## src/rtl/wordle_pkg.sv

```systemverilog
// wordle_pkg
// Shared constants for the Wordle guess scorer: score codes, the ASCII
// letter range, the scorer FSM state encoding and the default word length.
package wordle_pkg;

  localparam int N_LETTERS_DEF = 5;
  localparam int N_ALPHA       = 26;

  localparam logic [1:0] SCORE_GREEN  = 2'b10;
  localparam logic [1:0] SCORE_YELLOW = 2'b01;
  localparam logic [1:0] SCORE_GREY   = 2'b00;

  localparam logic [7:0] ASCII_A = 8'h41;
  localparam logic [7:0] ASCII_Z = 8'h5A;

  // One-hot scorer states
  typedef enum logic [3:0] {
    ST_IDLE   = 4'b0001,
    ST_GREEN  = 4'b0010,
    ST_YELLOW = 4'b0100,
    ST_DONE   = 4'b1000
  } state_t;

endpackage

```

## src/rtl/wordle_letter_index.sv

```systemverilog
// wordle_letter_index
// Combinational map of one ASCII byte to an alphabet index.
// Ports:
//   i_char  - ASCII byte
//   o_idx   - 0..25 for 'A'..'Z', forced to 0 for any other byte
//   o_valid - high when i_char is an upper-case letter
module wordle_letter_index
  import wordle_pkg::*;
(
  input  logic [7:0] i_char,
  output logic [4:0] o_idx,
  output logic       o_valid
);

  logic w_valid;

  assign w_valid = (i_char >= ASCII_A) && (i_char <= ASCII_Z);
  assign o_valid = w_valid;
  // Zeroing the index for non-letters keeps counter reads in range.
  assign o_idx   = w_valid ? 5'(i_char - ASCII_A) : 5'd0;

endmodule

```

## src/rtl/wordle_guess_scorer.sv

```systemverilog
// wordle_guess_scorer
// Scores a committed guess against the word of the day using the two-pass
// algorithm (greens first while counting unmatched answer letters, then
// yellows left to right consuming those counts). One letter per clock.
// Ports:
//   Clk, reset      - clock, asynchronous active-high reset
//   start           - request to score, only accepted in IDLE
//   guess, answer   - ASCII words, letter 0 in the MSBs
//   busy            - high from the cycle after start is accepted through DONE
//   done            - one-cycle pulse, result/win valid from then on
//   result          - 2 bits per letter, letter 0 in the MSBs
//   win             - every letter green
module wordle_guess_scorer
  import wordle_pkg::*;
#(
  parameter int N_LETTERS = N_LETTERS_DEF,
  parameter int CNT_W     = 3
)(
  input  logic                   Clk,
  input  logic                   reset,
  input  logic                   start,
  input  logic [8*N_LETTERS-1:0] guess,
  input  logic [8*N_LETTERS-1:0] answer,
  output logic                   busy,
  output logic                   done,
  output logic [2*N_LETTERS-1:0] result,
  output logic                   win
);

  // idx must reach N_LETTERS: the YELLOW pass spends one extra step
  // publishing the result, which sets the 2*N+1 edge latency.
  localparam int IDX_W = $clog2(N_LETTERS + 1);

  state_t                 r_state;
  state_t                 w_state_nxt;
  logic [8*N_LETTERS-1:0] r_guess;
  logic [8*N_LETTERS-1:0] r_answer;
  logic [IDX_W-1:0]       r_idx;
  logic [N_LETTERS-1:0]   r_green;
  logic [CNT_W-1:0]       r_cnt    [N_ALPHA];
  logic [1:0]             r_score  [N_LETTERS];
  logic [1:0]             r_result [N_LETTERS];
  logic                   r_win;

  logic [7:0] w_g_char;
  logic [7:0] w_a_char;
  logic       w_green_bit;
  logic [4:0] w_g_idx;
  logic [4:0] w_a_idx;
  logic       w_g_valid;
  logic       w_a_valid;
  logic       w_last_green;
  logic       w_last_yellow;

  // Letter select at idx; nothing matches when idx == N_LETTERS.
  always_comb begin
    w_g_char    = '0;
    w_a_char    = '0;
    w_green_bit = 1'b0;
    for (int k = 0; k < N_LETTERS; k++) begin
      if (r_idx == IDX_W'(k)) begin
        w_g_char    = r_guess[8*(N_LETTERS-1-k) +: 8];
        w_a_char    = r_answer[8*(N_LETTERS-1-k) +: 8];
        w_green_bit = r_green[k];
      end
    end
  end

  wordle_letter_index u_guess_idx (
    .i_char  (w_g_char),
    .o_idx   (w_g_idx),
    .o_valid (w_g_valid)
  );

  wordle_letter_index u_answer_idx (
    .i_char  (w_a_char),
    .o_idx   (w_a_idx),
    .o_valid (w_a_valid)
  );

  assign w_last_green  = (r_idx == IDX_W'(N_LETTERS - 1));
  assign w_last_yellow = (r_idx == IDX_W'(N_LETTERS));

  // State register and datapath
  always_ff @(posedge Clk or posedge reset) begin
    if (reset) begin
      r_state  <= ST_IDLE;
      r_guess  <= '0;
      r_answer <= '0;
      r_idx    <= '0;
      r_green  <= '0;
      r_win    <= 1'b0;
      for (int c = 0; c < N_ALPHA; c++) r_cnt[c] <= '0;
      for (int k = 0; k < N_LETTERS; k++) begin
        r_score[k]  <= SCORE_GREY;
        r_result[k] <= SCORE_GREY;
      end
    end else begin
      r_state <= w_state_nxt;
      case (r_state)
        ST_IDLE: begin
          if (start) begin
            r_guess  <= guess;
            r_answer <= answer;
            r_idx    <= '0;
            r_green  <= '0;
            r_win    <= 1'b0;
            for (int c = 0; c < N_ALPHA; c++) r_cnt[c] <= '0;
            for (int k = 0; k < N_LETTERS; k++) begin
              r_score[k]  <= SCORE_GREY;
              r_result[k] <= SCORE_GREY;
            end
          end
        end
        ST_GREEN: begin
          if (w_g_valid && (w_g_char == w_a_char))
            r_green[r_idx] <= 1'b1;
          else if (w_a_valid)
            r_cnt[w_a_idx] <= r_cnt[w_a_idx] + CNT_W'(1);
          r_idx <= w_last_green ? '0 : r_idx + IDX_W'(1);
        end
        ST_YELLOW: begin
          if (w_last_yellow) begin
            for (int k = 0; k < N_LETTERS; k++) r_result[k] <= r_score[k];
            r_win <= &r_green;
          end else if (w_green_bit) begin
            r_score[r_idx] <= SCORE_GREEN;
          end else if (w_g_valid && (r_cnt[w_g_idx] != '0)) begin
            r_score[r_idx] <= SCORE_YELLOW;
            r_cnt[w_g_idx] <= r_cnt[w_g_idx] - CNT_W'(1);
          end else begin
            r_score[r_idx] <= SCORE_GREY;
          end
          r_idx <= r_idx + IDX_W'(1);
        end
        default: ;
      endcase
    end
  end

  // Next-state logic
  always_comb begin
    w_state_nxt = r_state;
    case (r_state)
      ST_IDLE:   if (start)         w_state_nxt = ST_GREEN;
      ST_GREEN:  if (w_last_green)  w_state_nxt = ST_YELLOW;
      ST_YELLOW: if (w_last_yellow) w_state_nxt = ST_DONE;
      ST_DONE:                      w_state_nxt = ST_IDLE;
      default:                      w_state_nxt = ST_IDLE;
    endcase
  end

  // Outputs
  always_comb begin
    busy   = (r_state != ST_IDLE);
    done   = (r_state == ST_DONE);
    win    = r_win;
    result = '0;
    for (int k = 0; k < N_LETTERS; k++)
      result[2*(N_LETTERS-1-k) +: 2] = r_result[k];
  end

endmodule

```

## config.mk

```make
export PLATFORM = sky130hd
export DESIGN_NAME = wordle_guess_scorer
export DESIGN_NICKNAME = d
export VERILOG_FILES = /design/src/rtl/wordle_pkg.sv /design/src/rtl/wordle_letter_index.sv /design/src/rtl/wordle_guess_scorer.sv
export SDC_FILE = /design/constraint.sdc
export NUM_CORES = 1
export LEC_CHECK = 0
export ABC_AREA = 1
export BUFFER_PORTS_ARGS = -buffer_cell sky130_fd_sc_hd__buf_2
export CORE_ASPECT_RATIO = 1.5
export CORE_MARGIN = 3
export CORE_UTILIZATION = 60
export CTS_BUF_LIST = sky130_fd_sc_hd__clkbuf_16
export CTS_CLUSTER_DIAMETER = 150
export DETAILED_ROUTE_END_ITERATION = 10
export PLACE_DENSITY = 0.83
export SLEW_MARGIN = 5
export SYNTH_ARGS = -nofsm -noshare
export SYNTH_HDL_FRONTEND = slang
export SYNTH_HIERARCHICAL = 1
export SYNTH_SLANG_ARGS = --single-unit
```

## constraint.sdc

```tcl
create_clock -name Clk -period 8.1 [get_ports Clk]
set_input_delay 1.62 -clock Clk [delete_from_list [all_inputs] [get_ports Clk]]
set_output_delay 1.62 -clock Clk [all_outputs]
set_load 0.02 [all_outputs]
```

* Word level (Yosys, flattened, before mapping)
Index checks and enable logic that the tools add are counted.
Word-level totals: bits in registers 191, input bits 83, output and inout port bits 13, word-level logic and storage cells 172
Operators by class: $add $sub $neg 5, order comparisons 12, eq/ne operators 20, mux-type cells 60, bitwise logic cells 12, reduce and logical (&&, ||, !) cells 21
Operator list (count):
- 78-bit 2-to-1 mux | 6
- 78-bit one-hot mux with 3 select lines | 1
- 78-bit bitwise mux | 2
- 8-bit 2-to-1 mux | 10
- 10-bit 2-to-1 mux | 5
- 10-bit one-hot mux with 2 select lines | 2
- 3-bit binary-select mux with 5-bit select | 2
- 3-bit demux with 5-bit select | 2
- 3-bit 2-to-1 mux | 8
- 5-bit 2-to-1 mux | 4
- 8-bit by 7-bit greater-or-equal comparator with 1-bit output, second input constant | 2
- 8-bit by 7-bit <= comparator with 1-bit output, second input constant | 2
- 2-bit inequality test, second input constant | 8
- 5-bit bitwise OR | 3
- 6-bit greater-or-equal comparator, second input constant | 2
- 6-bit by 1-bit < comparator with 1-bit output, second input constant | 2
- 4-bit 2-to-1 mux | 3
- 5-bit inverter with 6-bit output | 2
- 4-bit one-hot mux with 3 select lines | 1
- 3-bit AND reduction | 4
- 10-bit AND | 1
- 5-bit AND | 2
- 10-bit inverter | 1
- 5-bit inverter | 2
- other kinds (32) | 53

* Logic depth before layout (Yosys ltp)
Gate-level depths: netlist of the first run.
depth in word-level cells 19, mapped depth 37, gate-level depth less buffers 32

* By module
The synthesis of the first run kept the hierarchy.
By module, submodules not included:
- wordle_guess_scorer | instances 1, cells an instance 2137, area each 13098.8 sq um, sequential area each 4780.8 sq um
- wordle_letter_index | instances 2, cells an instance 31, area each 195.2 sq um, sequential area each 0.0 sq um

* Least setup slack after synthesis of the first run
OpenSTA, ideal clock, no wires.
path type register to register, start point register r_idx[2], end point register r_cnt[14] in the netlist's numbering, library setup time 117 ps, arrival 4902 ps, data required time 7983 ps, setup slack 3081 ps, stages on the path, launching flop included 32, buffers on the path 6, period minus slack after synthesis 5019 ps, path through dfrtp_1 -> buf_4 -> inv_2 -> buf_2 -> ha_1 -> inv_1 -> clkbuf_1 -> o21ai_0 -> inv_1 -> nand2_1 -> a21oi_1 -> inv_1 -> ha_1 -> nand3_2 -> nand3_4 -> nor2_1 -> inv_2 -> nand2_1 -> buf_2 -> buf_1 -> o22ai_1 -> o21ai_0 -> nand2_1 -> nor4_1 -> ha_1 -> nand3b_1 -> clkbuf_1 -> nand3_1 -> nand2_1 -> nand2_1 -> nand3_1 -> nand2_1
On the way: cells in the longest elaborated chain, start to end 19, elaborated cells between the ends (all ways) 69, those cells by class add/sub: 4; order compare: 8; eq/ne: 11; mux: 35; bitwise: 2; reduce/logical: 9
Ends and longest elaborated chain:
- start, declared | line wordle_guess_scorer.sv:38 | logic [IDX_W-1:0] r_idx;
- start signal, assigned | line wordle_guess_scorer.sv:120 | r_idx <= w_last_green ? '0 : r_idx + IDX_W'(1);
- start signal, assigned | line wordle_guess_scorer.sv:134 | r_idx <= r_idx + IDX_W'(1);
- 3-bit zero test | line wordle_guess_scorer.sv:61 | if (r_idx == IDX_W'(k)) begin
- 8-bit 2-to-1 mux (4 in series) | line wordle_guess_scorer.sv:61
- 8-bit 2-to-1 mux * | line wordle_guess_scorer.sv:61
- net w_g_char[0] | line wordle_guess_scorer.sv:45 | logic [7:0] w_g_char;
- 8-bit by 7-bit greater-or-equal comparator with 1-bit output / 8-bit by 7-bit <= comparator with 1-bit output (equally long branches) | line wordle_letter_index.sv:17 | assign w_valid = (i_char >= ASCII_A) && (i_char <= ASCII_Z);
- 1-bit logical AND | line wordle_letter_index.sv:17
- 5-bit 2-to-1 mux * | line wordle_letter_index.sv:20 | assign o_idx = w_valid ? 5'(i_char - ASCII_A) : 5'd0;
- net w_g_idx[1] | line wordle_guess_scorer.sv:48 | logic [4:0] w_g_idx;
- [... 2 more ...]
- 3-bit 2-to-1 mux (not written as such) / 1-bit logical AND (equally long branches) | line wordle_guess_scorer.sv:128, wordle_guess_scorer.sv:130
- 3-bit 2-to-1 mux (on tied branches) | line wordle_guess_scorer.sv:128, wordle_guess_scorer.sv:130
- 3-bit by 1-bit subtractor with 3-bit output / 3-bit demux with 5-bit select (equally long branches) | line wordle_guess_scorer.sv:130 | r_cnt[w_g_idx] <= r_cnt[w_g_idx] - CNT_W'(1);
- 78-bit bitwise mux | line wordle_guess_scorer.sv:130
- 78-bit 2-to-1 mux | line wordle_guess_scorer.sv:128 | end else if (w_g_valid && (r_cnt[w_g_idx] != '0)) begin
- 78-bit 2-to-1 mux | line wordle_guess_scorer.sv:126 | end else if (w_green_bit) begin
- 78-bit 2-to-1 mux | line wordle_guess_scorer.sv:123 | if (w_last_yellow) begin
- 78-bit one-hot mux with 3 select lines | line wordle_guess_scorer.sv:100 | case (r_state)
- end signal, assigned by index | line wordle_guess_scorer.sv:119 | r_cnt[w_a_idx] <= r_cnt[w_a_idx] + CNT_W'(1);
- end signal, assigned by index | line wordle_guess_scorer.sv:130
- end, declared | line wordle_guess_scorer.sv:40 | logic [CNT_W-1:0] r_cnt [N_ALPHA];
Mark *: on every way through the listed nets, which the timed path passes. The rest lies on a longest branch. The select of a mux whose other input is x is not followed. A chain may end at the register's enable or synchronous reset.

* Worst setup path after layout of the first run
start point register r_idx[2], end point register r_cnt[76] in the netlist's numbering
On the way: elaborated cells between the ends (all ways) 69, those cells by class add/sub: 4; order compare: 8; eq/ne: 11; mux: 35; bitwise: 2; reduce/logical: 9
RTL lines:
- 3-bit zero test | line wordle_guess_scorer.sv:61
- 8-bit 2-to-1 mux (4 in series) | line wordle_guess_scorer.sv:61
- 8-bit 2-to-1 mux * | line wordle_guess_scorer.sv:61
- net w_a_char[0] | line wordle_guess_scorer.sv:46 | logic [7:0] w_a_char;
- 8-bit by 7-bit greater-or-equal comparator with 1-bit output / 8-bit by 7-bit <= comparator with 1-bit output (equally long branches) | line wordle_letter_index.sv:17
- 1-bit logical AND | line wordle_letter_index.sv:17
- 5-bit 2-to-1 mux * | line wordle_letter_index.sv:20
- net w_a_idx[0] | line wordle_guess_scorer.sv:49 | logic [4:0] w_a_idx;
- 5-bit inverter with 6-bit output (not written as such) * | line wordle_guess_scorer.sv:119
- 3-bit binary-select mux with 5-bit select, or another cell as far along | line wordle_guess_scorer.sv:119
- 3-bit 2-to-1 mux (not written as such) / 1-bit logical AND (equally long branches) | line wordle_guess_scorer.sv:119
- 3-bit 2-to-1 mux (not written as such) | line wordle_guess_scorer.sv:119
- 3-bit by 1-bit adder with 3-bit output / 3-bit demux with 5-bit select (equally long branches) | line wordle_guess_scorer.sv:119
- 78-bit bitwise mux * | line wordle_guess_scorer.sv:119
- 78-bit 2-to-1 mux * | line wordle_guess_scorer.sv:118 | else if (w_a_valid)
- 78-bit 2-to-1 mux * | line wordle_guess_scorer.sv:116 | if (w_g_valid && (w_g_char == w_a_char))
- 78-bit one-hot mux with 3 select lines * | line wordle_guess_scorer.sv:100
Marked as above.

==> results of run 1 <==
metrics by stage:
stage	power, W	cells	worst slack [ns]
floorplan	0.00396	2199	1.28
global placement	0.00494	2485	1.73
detailed placement	0.00503	2485	1.57
CTS	0.00595	2517	1.51
global route	0.00647	2517	0.657
finish	0.00607	2517	1.20
report_power, final:
part	switching [W]	total [W]	internal, W
logic	0.00287	0.00380	0.000927
clock network	0.000450	0.000904	0.000454
registers	0.000164	0.00137	0.00120
total	0.00349	0.00607	0.00258
final cells by class:
type                       instances  area (um^2)
multi-input combinational       1633         7240
timing repair buffer             123          686
clock inverter                    15          208
clock buffer                      17          425
sequential                       191         4780
tap                              272          340
inverter                         266         1010
fill                            1994         7200
kinds of logic (layout without fill, tap and decap cells):
family	after synthesis	count (layout)
AO/OA/AOI/OAI	364	364
XOR/XNOR	2	2
adder cells (fa/ha/maj)	14	14
buffers and inverters	375	421
flip-flops	191	191
AND/OR/NAND/NOR	1253	1253
how the worst min path moves through the flow:
stage                              from                       end  slack, ns  cells after the start
2_1_floorplan  r_answer[16]$_DFFE_PP0P_  r_answer[16]$_DFFE_PP0P_       0.44                      2
3_3_place_gp   r_answer[19]$_DFFE_PP0P_  r_answer[19]$_DFFE_PP0P_       0.45                      2
3_5_place_dp    r_guess[18]$_DFFE_PP0P_   r_guess[18]$_DFFE_PP0P_       0.46                      2
4_1_cts         r_guess[18]$_DFFE_PP0P_   r_guess[18]$_DFFE_PP0P_       0.48                      2
5_1_grt         r_guess[13]$_DFFE_PP0P_   r_guess[13]$_DFFE_PP0P_       0.50                      2
6_report        r_guess[18]$_DFFE_PP0P_   r_guess[18]$_DFFE_PP0P_       0.47                      2
metal layers:
| metal | global-route usage, % | part of all wire, % | up-vias |
|---|---|---|---|
| li1 | - | - | 7019 |
| met1 | 39.1 | 35 | 6734 |
| met2 | 61.5 | 49 | 874 |
| met3 | 5.48 | 7.7 | 268 |
| met4 | 28.1 | 8.2 | 0 |
| met5 | 0 | 0 | - |
tightest hold or removal path, cell delays in order (launching register included):
cell and delay (ns):
dfrtp_1 0.34, nand2_1 0.06, nand2_1 0.05
registers in the layout (all words and copies together), names as in the netlist:
name      cells
win           1
r_cnt        78
r_guess      40
r_idx         3
r_state       4
r_green       5
r_score      10
r_answer     40
result       10
placed cells by master, fill, tap and decap left out, types with 12 or more instances in the layout:
cell type	Yosys	final
nand2_1	808	808
inv_1	259	256
nor2_1	235	234
dfrtp_1	190	190
nand3_1	175	173
o21ai_0	160	160
a21oi_1	104	104
buf_2	34	95
o22ai_1	79	79
buf_4	7	28
clkbuf_16	0	17
ha_1	14	14
nor3_1	12	12
==> metrics.yaml, run 1 <==
synth:
  seq_area_frac_synth_pct: 35.4
  netlist_top_cells_count: "808 x nand2_1, 259 x inv_1, 235 x nor2_1, 190 x dfrtp_1, 175 x nand3_1"
  synthesis.nets: 2296
  synth_top_family_by_area: "simple AND/OR/NAND/NOR gates"
  postSynthCellCount: 2199
  ys_seq_elements: 191
  muxShareOfSynthArea_pct: 0
  synth_fa_ha_area_share_pct: 1.30
  syn_area_um2: 13500
  ys.flop_type: "dfrtp_1"
  synth-compound-area-share_pct: 14.7
  synth.top_cell.area_share_pct: 35.2
  synthArstFlopShare_pct: 100
  synth_cell_types: 39
  synth_area_leaders: "dfrtp_1 35%, nand2_1 22%, inv_1 7.2%"
  yosys_warnings: 6
  synth.most_common_cell: "nand2_1"
  synth_xor_area_share_pct: 0.130
  synth_top_cell_by_area: "dfrtp_1"
  synth_edf_count: 0
  avgSynthCellArea_um2: 6.13
  yosys.area_share.simple_pct: 37.4
flow_run:
  cap_violations: 0
place:
  hpwl_um: 29900
  place_congestion: 1.05
  port_buffers: 95
  placed_cell_area_um2: 14100
worst_setup_path:
  startpoint_type: "register"
  crit_arrival_ns: 7.25
  crit_required_ns: 8.45
  r2r_cells: 28
  max_stage_delay_ns: 0.78
  worstReg2RegStart: "r_idx[2]$_DFFE_PP0P_"
  worstSetupPathType: "register to register"
  cpLargestDelayFamily: "compound AO/OA/AOI/OAI gates"
  crit_slowest_cell: "nand2_1"
  r2r_slack_ns: 1.20
  r2r_end: "r_cnt[76]$_DFFE_PP0P_"
  crit_fanout: 22
  cp.depth: 28
  crit_path_end_kind: "register"
  endpoint: "r_cnt[76]$_DFFE_PP0P_"
  cp-startpoint: "r_idx[2]$_DFFE_PP0P_"
  path_buf_inv: 8
timing:
  relSlewSlack_pct: 17.0
  clock_skew_ns: 0.0112
  period_needed_ns: 6.90
  setup_tns_ns: 0
  hold_viol: 0
  setup_viol: 0
  slew_violations: 0
  tightest_slew_ns: 1.24
  fmax_ghz: 0.145
  finalCritPeriodShare_pct: 85.2
  whs_ns: 0.475
  rsz0062_at_grt: "false"
finish:
  area_growth_pct: 8.88
  nNetsFinal: 2329
  stdcell_area_um2: 14700
  layout-drive-gt1-share_pct: 8.33
  final_util_pct: 67.1
  antennaDiodeCount: 0
routing:
  routedWlPerCell_um: 17.2
  ant_nets: 0
  drtIter0Drc: 1390
  wl_um: 43300
  drc: 0
  via_per_inst: 5.92
  first_pass_iters: 7
  vias: 14900
pwr:
  leakage_nw: 7.22
  power_density_nw_per_um2: 413
  vdd_drop_max_mv: 0.426
clocking:
  cts_made_buffers: 17
  cts-resized-gates: 0
  clk_latency_ns: 0.46
  cts_tree: "built"
  clk_root_buffer_cell: "clkbuf_16"
  cts_setup_buffers: 0
  path_clk_slew_ns: 0.08
  clock_path_buffers: 2
  htreeDepth: 4
  clock-sinks: 191
  hold_buffers: 0
grt:
  grt_pass1_wl_um: 70700
  antenna_found_initial: 0
  gr-total-overflow: 0
  grtUsageTotal_pct: 35.9
  grt_max_degree: 144
  grt_pass1_vias: 14800
floorplan:
  core-area_um2: 21900
  die_x_um: 128
  rows: 66
  num_io_pins: 96
  die_h_um: 190
  start_util_pct: 61.6
  dieArea_um2: 24400
hold_path:
  hp-class: "register to register"
outcome:
  status: "finished, final reports clean"
(Power assumes the default switching activity.)
==> inputs of run 2 (changes only) <==
--- a/config.mk
+++ b/config.mk
@@ -13,6 +13,7 @@
 export CTS_BUF_LIST = sky130_fd_sc_hd__clkbuf_16
 export CTS_CLUSTER_DIAMETER = 150
 export DETAILED_ROUTE_END_ITERATION = 10
+export MAX_ROUTING_LAYER = met4
 export PLACE_DENSITY = 0.83
 export SLEW_MARGIN = 5
 export SYNTH_ARGS = -nofsm -noshare
==> run 2 against run 1 <==
Net effect:
- the run now ends with design-rule violations left
- critical path depth did not move
- sequential cell count stayed put
- design area fell by 0.10%
- global-route usage grew 0.29 points
- sequential power about the same
- wire length fell by 2.2%
- clock power is 3.3% lower
- critical endpoint is now r_cnt[55]$_DFFE_PP0P_
- largest cell class unchanged
==> metrics.yaml, run 2 (synthesis results as in run 1) <==
pwr:
  vdd_drop_max_mv: 0.313
  power_density_nw_per_um2: 412
  leakage_nw: 7.21
worst_setup_path:
  max_stage_delay_ns: 0.75
  crit_fanout: 22
  crit_arrival_ns: 7.23
  startpoint_type: "register"
  r2r_end: "r_cnt[55]$_DFFE_PP0P_"
  crit_slowest_cell: "nand2_1"
  worstSetupPathType: "register to register"
  crit_path_end_kind: "register"
  cp-startpoint: "r_idx[2]$_DFFE_PP0P_"
  path_buf_inv: 8
  worstReg2RegStart: "r_idx[2]$_DFFE_PP0P_"
  r2r_slack_ns: 1.22
  cpLargestDelayFamily: "compound AO/OA/AOI/OAI gates"
  crit_required_ns: 8.45
  r2r_cells: 28
clocking:
  cts_made_buffers: 17
  cts-resized-gates: 0
  path_clk_slew_ns: 0.08
  hold_buffers: 0
  clock-sinks: 191
  htreeDepth: 4
  clock_path_buffers: 2
  clk_root_buffer_cell: "clkbuf_16"
  cts_setup_buffers: 0
  cts_tree: "built"
  clk_latency_ns: 0.46
flow_run:
  cap_violations: 0
finish:
  sequential_cell_area_um2: 4780
  largest-register: "r_cnt"
  top_regs: "r_cnt (78), r_answer (40), r_guess (40)"
  fillers: 1986
  antennaDiodeCount: 0
  final_common_cell: "nand2_1"
  final_cell_mix: "808 x nand2_1, 256 x inv_1, 234 x nor2_1"
  nNetsFinal: 2330
  area_growth_pct: 8.77
  multi_input_area_um2: 7250
  final_util_pct: 67.0
  layout-drive-gt1-share_pct: 8.41
  largest_reg_flops: 78
grt:
  grtUsageTotal_pct: 36.2
  grt_pass1_wl_um: 68900
  gr-total-overflow: 0
  grt_pass1_vias: 14000
  antenna_found_initial: 0
  grt_max_degree: 117
hold_path:
  hold_end: "r_guess[18]$_DFFE_PP0P_"
  hp-class: "register to register"
  hold_path_depth: 2
  holdCritStartpoint: "r_guess[18]$_DFFE_PP0P_"
timing:
  relSlewSlack_pct: 23.3
  hold_viol: 0
  slew_violations: 0
  rsz0062_at_grt: "false"
  setup_tns_ns: 0
  tightest_slew_ns: 1.15
  setup_viol: 0
  period_needed_ns: 6.88
  fmax_ghz: 0.145
  finalCritPeriodShare_pct: 84.9
  clock_skew_ns: 0.0134
floorplan:
  rows: 66
  start_util_pct: 61.6
  num_io_pins: 96
  core-area_um2: 21900
  dieArea_um2: 24400
  die_x_um: 128
  die_h_um: 190
routing:
  first_pass_iters: 11
  drc: 1
  drtIter0Drc: 1511
  wl_um: 42400
  routedWlPerCell_um: 16.8
  via_per_inst: 5.85
  vias: 14700
  ant_nets: 0
place:
  port_buffers: 95
  place_congestion: 1.04
  hpwl_um: 28900
outcome:
  status: "complete, but fails checks"
  violations: "design-rule violations"
[run 2: cell count changes in the layout (fill, tap and decap cells not counted), sizes merged]
cell | previous run | this run
buf | 123 | 124
bufinv | 1 | 0
clkinvlp | 0 | 1
[run 2: final cells by class]
| type | count | area share (%) |
|---|---|---|
| repair buffers | 124 | 4.72 |
| clock buffers | 17 | 2.90 |
| clock inverters | 15 | 1.23 |
| flip-flops and latches | 191 | 32.6 |
| multi-input cells | 1633 | 49.4 |
| well taps | 272 | 2.32 |
| inverters | 266 | 6.86 |
[run 2: stage by stage]
step / hold slack, ns / setup WS [ns] / total power, W / instances / area [um^2]
2_1_floorplan: 0.437 / 1.28 / 0.00396 / 2199 / 13500
3_3_place_gp: 0.449 / 1.63 / 0.00496 / 2486 / 14100
3_5_place_dp: 0.456 / 1.54 / 0.00505 / 2486 / 14100
4_1_cts: 0.474 / 1.50 / 0.00592 / 2518 / 14700
5_1_grt: 0.490 / 0.569 / 0.00645 / 2518 / 14700
6_report: 0.476 / 1.22 / 0.00604 / 2518 / 14700
[run 2: how the worst max path moves through the flow]
stage	endpoint	slack [ns]	depth (start not counted)
detailed placement	r_cnt[16]$_DFFE_PP0P_	1.54	28
floorplan	r_answer[0]$_DFFE_PP0P_	1.28	1
finish	r_cnt[55]$_DFFE_PP0P_	1.22	28
global placement	r_cnt[55]$_DFFE_PP0P_	1.63	28
CTS	r_cnt[16]$_DFFE_PP0P_	1.50	28
global route	r_cnt[16]$_DFFE_PP0P_	0.57	28
[run 2: routing by layer]
metal	routed length (um)	vias up	global-route usage (%)
li1	-	7022	-
met5	0	-	-
met2	20500	831	58.6
met1	15200	6602	40.5
met3	3150	270	6.15
met4	3440	0	25.0
[run 2: where the power goes]
part / internal [W] / switching (W) / leakage [nW] / total (W)
sequential: 0.00120 / 0.000152 / 2.53 / 0.00135
combinational: 0.000932 / 0.00288 / 4.39 / 0.00382
clock: 0.000421 / 0.000452 / 0.292 / 0.000874
total: 0.00256 / 0.00349 / 7.21 / 0.00604
[run 2: worst min-delay path, delay by kind of cell, from the launching register on]
family	cells	cell delay, ns
flops	1	0.34
simple gates	2	0.11
